`src/rtl/tug_field_if.sv`:
```
// Playfield bus: player buttons and restart in,
// light bar, winner flags and scores out.
interface tug_field_if #(
  parameter int N       = 9,
  parameter int SCORE_W = 3
);
  logic               L;
  logic               R;
  logic               Restart;
  logic [N-1:0]       lights;
  logic               winner_l;
  logic               winner_r;
  logic [SCORE_W-1:0] score_l;
  logic [SCORE_W-1:0] score_r;
  logic               match_over;

  modport master (
    output L, R, Restart,
    input  lights, winner_l, winner_r,
    input  score_l, score_r, match_over
  );

  modport slave (
    input  L, R, Restart,
    output lights, winner_l, winner_r,
    output score_l, score_r, match_over
  );
endinterface

```
`src/rtl/tug_field.sv`:
```
// Tug-of-war playfield: one position register drives an
// N-light one-hot bar, with round winner and saturating scores.
module tug_field #(
  parameter int N       = 9,
  parameter int SCORE_W = 3
) (
  input logic       Clock,
  input logic       Reset,
  tug_field_if.slave bus
);
  localparam int PW = $clog2(N);
  localparam logic [PW-1:0] CTR = PW'((N - 1) / 2);
  localparam logic [PW-1:0] TOP = PW'(N - 1);
  localparam logic [N-1:0] CBAR = N'(1) << CTR;
  localparam logic [SCORE_W-1:0] SMAX = '1;
  localparam logic [SCORE_W-1:0] ONE = SCORE_W'(1);

  typedef enum logic [1:0] {
    PLAY,
    WIN_L,
    WIN_R
  } state_t;

  state_t        state;
  logic [PW-1:0] pos;
  logic          l_d;
  logic          r_d;
  logic          pl;
  logic          pr;

  assign pl = bus.L & ~l_d;
  assign pr = bus.R & ~r_d;

  assign bus.match_over = (bus.score_l == SMAX)
                        | (bus.score_r == SMAX);

  always_ff @(posedge Clock) begin
    // Delay regs load through reset so a held button is not a press
    l_d <= bus.L;
    r_d <= bus.R;
    if (Reset) begin
      state        <= PLAY;
      pos          <= CTR;
      bus.lights   <= CBAR;
      bus.winner_l <= 1'b0;
      bus.winner_r <= 1'b0;
      bus.score_l  <= '0;
      bus.score_r  <= '0;
    end else if (bus.Restart && !bus.match_over) begin
      state        <= PLAY;
      pos          <= CTR;
      bus.lights   <= CBAR;
      bus.winner_l <= 1'b0;
      bus.winner_r <= 1'b0;
    end else begin
      case (state)
        PLAY: begin
          if (pl && !pr) begin
            if (pos == TOP) begin
              state        <= WIN_L;
              bus.lights   <= '0;
              bus.winner_l <= 1'b1;
              if (bus.score_l != SMAX)
                bus.score_l <= bus.score_l + ONE;
            end else begin
              pos        <= pos + PW'(1);
              bus.lights <= bus.lights << 1;
            end
          end else if (pr && !pl) begin
            if (pos == '0) begin
              state        <= WIN_R;
              bus.lights   <= '0;
              bus.winner_r <= 1'b1;
              if (bus.score_r != SMAX)
                bus.score_r <= bus.score_r + ONE;
            end else begin
              pos        <= pos - PW'(1);
              bus.lights <= bus.lights >> 1;
            end
          end
        end
        default: ;
      endcase
    end
  end
endmodule
```
`src/flat_wrapper.sv`:
```
// flat-port wrapper written by rule: the top's interface ports become plain ports
module tug_field_flat 
#(
  parameter int N       = 9,
  parameter int SCORE_W = 3
)
  (Clock, Reset, bus_L, bus_R, bus_Restart, bus_lights, bus_winner_l, bus_winner_r, bus_score_l, bus_score_r, bus_match_over);
  tug_field_if #(.N(N), .SCORE_W(SCORE_W)) bus_i ();
  input logic Clock;
  input logic Reset;
  input wire logic [$bits(bus_i.L)-1:0] bus_L;
  input wire logic [$bits(bus_i.R)-1:0] bus_R;
  input wire logic [$bits(bus_i.Restart)-1:0] bus_Restart;
  output wire logic [$bits(bus_i.lights)-1:0] bus_lights;
  output wire logic [$bits(bus_i.winner_l)-1:0] bus_winner_l;
  output wire logic [$bits(bus_i.winner_r)-1:0] bus_winner_r;
  output wire logic [$bits(bus_i.score_l)-1:0] bus_score_l;
  output wire logic [$bits(bus_i.score_r)-1:0] bus_score_r;
  output wire logic [$bits(bus_i.match_over)-1:0] bus_match_over;
  assign bus_i.L = bus_L;
  assign bus_i.R = bus_R;
  assign bus_i.Restart = bus_Restart;
  assign bus_lights = bus_i.lights;
  assign bus_winner_l = bus_i.winner_l;
  assign bus_winner_r = bus_i.winner_r;
  assign bus_score_l = bus_i.score_l;
  assign bus_score_r = bus_i.score_r;
  assign bus_match_over = bus_i.match_over;
  tug_field #(.N(N), .SCORE_W(SCORE_W)) u_core (.Clock(Clock), .Reset(Reset), .bus(bus_i));
endmodule
```
`config.mk`:
```
export PLATFORM = sky130hd
export DESIGN_NAME = tug_field_flat
export DESIGN_NICKNAME = d
export VERILOG_FILES = /design/src/rtl/tug_field_if.sv /design/src/rtl/tug_field.sv /design/src/flat_wrapper.sv
export SDC_FILE = /design/constraint.sdc
export NUM_CORES = 1
export LEC_CHECK = 0
export CAP_MARGIN = 5
export CORE_ASPECT_RATIO = 0.8
export CORE_MARGIN = 3
export CORE_UTILIZATION = 51
export CTS_CLUSTER_SIZE = 14
export DETAILED_ROUTE_END_ITERATION = 10
export GPL_TIMING_DRIVEN = 0
export HOLD_SLACK_MARGIN = 0.12
export PLACE_DENSITY = 0.78
export SKIP_LAST_GASP = 1
export SLEW_MARGIN = 20
export SYNTH_ARGS = -nofsm -noshare
export SYNTH_HDL_FRONTEND = slang
export SYNTH_SLANG_ARGS = --single-unit
```
`constraint.sdc`:
```
create_clock -name Clock -period 2.82 [get_ports Clock]
set_input_delay 0.564 -clock Clock [delete_from_list [all_inputs] [get_ports Clock]]
set_output_delay 0.564 -clock Clock [all_outputs]
set_load 0.02 [all_outputs]
```
==> results by group <==
Worst setup path
  – Crit path max fanout: 10
  – Worst EP arrival: 2.76 ns
  – Crit start category: input pin
  – Internal reg-to-reg setup slack: 0.62 ns
  – CP Data Required Time: 3.04 ns
  – Reg2Reg Capture Point: u_core.bus.score_l[2]$_SDFFE_PP0P_
  – Worst r2r src: u_core.l_d$_DFF_P_
  – Crit end category: flop
  – CP peak stage delay: 0.52 ns
  – Reg2reg path depth: 8
  – Setup Crit Path Kind: input pin to flop
  – CP max stage cell: or3b_2
  – CP cell instances: clkdlybuf4s50_1 -> nand2b_1 -> inv_1 -> ha_1 -> buf_2 -> or3b_2 -> a2111oi_4 -> mux2i_1 -> nor2_1

Detailed routing
  – Routed Antenna Nets: 0
  – Via count: 1116
  – Via density: 5.87
  – DR WL/cell: 13.9 um
  – Pre-Repair DR Iteration Count: 4
  – WL final: 2640 um
  – DRC violations left: 0
  – Iter 0 DRT Violations: 64

Placed design
  – Placed insts: 186
  – Detailed placement HPWL: 1990 um
  – RD Place Congestion: 0.776
  – DP Area: 1500 um^2
  – PortBufs: 21

Synth
  – Largest area contributor in the netlist: dfxtp_1
  – Synthesis Warnings: 0
  – Top post-synthesis cells by area: dfxtp_1, ha_1, nor2_1
  – Syn_nets: 154
  – FF+latch count, synth: 25
  – Top-area cell type share of the netlist area: 39.8%
  – Register area share after synthesis: 39.8%
  – Mapped Area: 1260 um^2
  – Async SR Flop Fraction: 0%
  – EDFF count, synth: 0
  – Syn avg cell area: 8.99 um^2
  – Post-synthesis instance total: 140
  – Count of different cell masters after synthesis: 37
  – Post-synth top flop: dfxtp_1

Timing
  – Slew @ Worst Pin: 0.947 ns
  – Final hold viol count: 0
  – Fmax: 393 MHz
  – Fin. max-slew vios: 0
  – Clock skew: 0.00537 ns
  – RSZ-0062 raised after global routing: no
  – # setup viols final: 0
  – Rel. slew slack: 36.3%
  – Min cycle time layout: 2.54 ns
  – Tcrit/Tclk final: 90.2%
  – Min Hold Slack: 0.483 ns

Global routing
  – Antenna violations before repair: 0
  – GRT Overall Usage: 19.8%
  – First-pass GRT wire length: 4690 um
  – Total grt overflow: 0
  – Vias in the first global route: 1035
  – Pin count of the biggest net entering global routing: 15

Floorplan
  – Die Y: 50.4 um
  – Initial Utilization: 55.9%
  – DIE AREA: 3100 um^2
  – IO Pins: 23
  – Die X: 61.5 um
  – FP Rows: 15
  – Core box area: 2250 um^2

Clocking
  – Root Buffer: clkbuf_4
  – Cts repair resizes: 0
  – Later-pin clock latency in the skew report: 0.32 ns
  – Clock buffer depth: 2
  – Setup Buffers After CTS: 0
  – Reg clk slew, reported paths: 0.13 ns
  – CTS tree: built
  – CTS Buf Count: 3
  – Hold Buf Count CTS: 0
  – TritonCTS sink count: 25
  – H-tree level count: 1

Worst hold path
  – Hold path start: u_core.bus.lights[8]$_SDFFE_PP0P_
  – Worst hold path endpoint: u_core.bus.lights[8]$_SDFFE_PP0P_
  – Hold-critical path depth: 2
  – Hold crit path type: flop to flop

Finish
  – P&R area growth vs syn: 21.4%
  – Fin cells: 190
  – Diodes inserted: 0
  – Fillers: 199
  – Design area: 1530 um^2
  – Core Util, Final: 67.8%
  – Nets: 180
  – Layout cell share with drive strength beyond 1: 6.67%

Run status
  – Status: completed

Pwr
  – Max VDD drop: 0.000385 V
  – Power density cells: 424 nW/um^2
  – Leakage Power: 0.577 nW

Job
  – Max-cap check violation count: 0
-- how the worst max path moves through the flow --
| stage | start | end | slack, ns | cells past startpoint |
|---|---|---|---|---|
| floorplan | bus_L | u_core.bus.score_l[1]$_SDFFE_PP0P_ | 0.55 | 8 |
| global placement | bus_L | u_core.bus.score_l[1]$_SDFFE_PP0P_ | -0.05 | 9 |
| CTS | bus_L | u_core.bus.score_l[2]$_SDFFE_PP0P_ | 0.27 | 9 |
| detailed placement | bus_L | u_core.bus.score_l[1]$_SDFFE_PP0P_ | -0.08 | 9 |
| global route | bus_L | u_core.bus.score_l[1]$_SDFFE_PP0P_ | 0.15 | 9 |
| finish | bus_L | u_core.bus.score_l[2]$_SDFFE_PP0P_ | 0.28 | 9 |
-- flip-flops by register name (all words and copies together), names as in the netlist --
signal,flops
u_core.l_d,1
u_core.bus.lights,9
u_core.r_d,1
u_core.state,2
u_core.bus.score_r,3
u_core.bus.winner_l,1
u_core.bus.winner_r,1
u_core.pos,4
u_core.bus.score_l,3
-- through the flow --
step	setup slack [ns]	setup TNS [ns]	total power, mW
after floorplan	0.551	0	0.457
after global placement	-0.0473	-0.0892	0.487
after detailed placement	-0.0792	-0.175	0.492
after CTS	0.275	0	0.653
after global routing	0.150	0	0.686
final	0.278	0	0.648
-- report_power, final --
group	total [mW]	internal, mW	switching (mW)
clock network	0.163	0.0532	0.110
logic	0.111	0.0481	0.0627
registers	0.374	0.364	0.0104
-- layer usage --
metal / wire (um) / global-route usage, %
met2: 1170 / 30.5
met4: 38 / 5.65
met3: 114 / 4.88
met5: 0 / 0
met1: 1310 / 27.2
-- cell type report --
class                           instances  area, um^2  area share (%)
Buffer                                  6        31.3            2.05
Clock buffer                            3        22.5            1.47
Clock inverter                          1        5.00           0.328
Inverter                                7        26.3            1.72
Multi-Input combinational cell        102         701            45.9
Sequential cell                        25         500            32.8
Tap cell                               25        31.3            2.05
Timing Repair Buffer                   21         210            13.8
-- Yosys cell counts (all sizes together), types with 2 or more instances --
master,number
mux2i,3
clkbuf,3
inv,7
xnor2,4
a221oi,7
a21oi,10
a21o,2
dfxtp,25
nor4,2
nand2,3
buf,3
nand2b,4
ha,9
nand3,4
or3,3
nor3,2
o21ai,11
nor2,21
nand4,2
-- cells in the final DEF, fill, tap and decap left out, types with 2 or more instances in the layout --
| cell type | netlist | final |
|---|---|---|
| nand4_1 | 2 | 2 |
| nor3_1 | 2 | 2 |
| clkbuf_1 | 3 | 3 |
| nand3_1 | 4 | 4 |
| inv_1 | 7 | 7 |
| nand2b_1 | 4 | 4 |
| mux2i_1 | 3 | 3 |
| a221oi_1 | 7 | 7 |
| clkdlybuf4s50_1 | 0 | 21 |
| nand2_1 | 3 | 3 |
| a21oi_1 | 10 | 10 |
| o21ai_0 | 10 | 10 |
| nor4_1 | 2 | 2 |
| ha_1 | 9 | 9 |
| or3_1 | 3 | 3 |
| a21o_1 | 2 | 2 |
| nor2_1 | 21 | 21 |
| xnor2_1 | 4 | 4 |
| dfxtp_1 | 25 | 25 |
| clkbuf_4 | 0 | 3 |
-- logic make-up after synthesis --
| group | synth area share, % |
|---|---|
| simple gates | 20.0 |
| fa+ha+maj | 8.95 |
| buf+inv | 4.57 |
| mux | 2.39 |
| xor+xnor | 3.48 |
| compound gates | 20.9 |
| flops | 39.8 |
-- worst max-delay path: cells and delay by family --
family	cells	cell delay, ns
AOI/OAI and AO/OA	1	0.39
muxes	1	0.24
and+or+nand+nor	3	0.65
buffers and inverters	3	0.77
adders and majority gates	1	0.13
(Power assumes the default switching activity.)
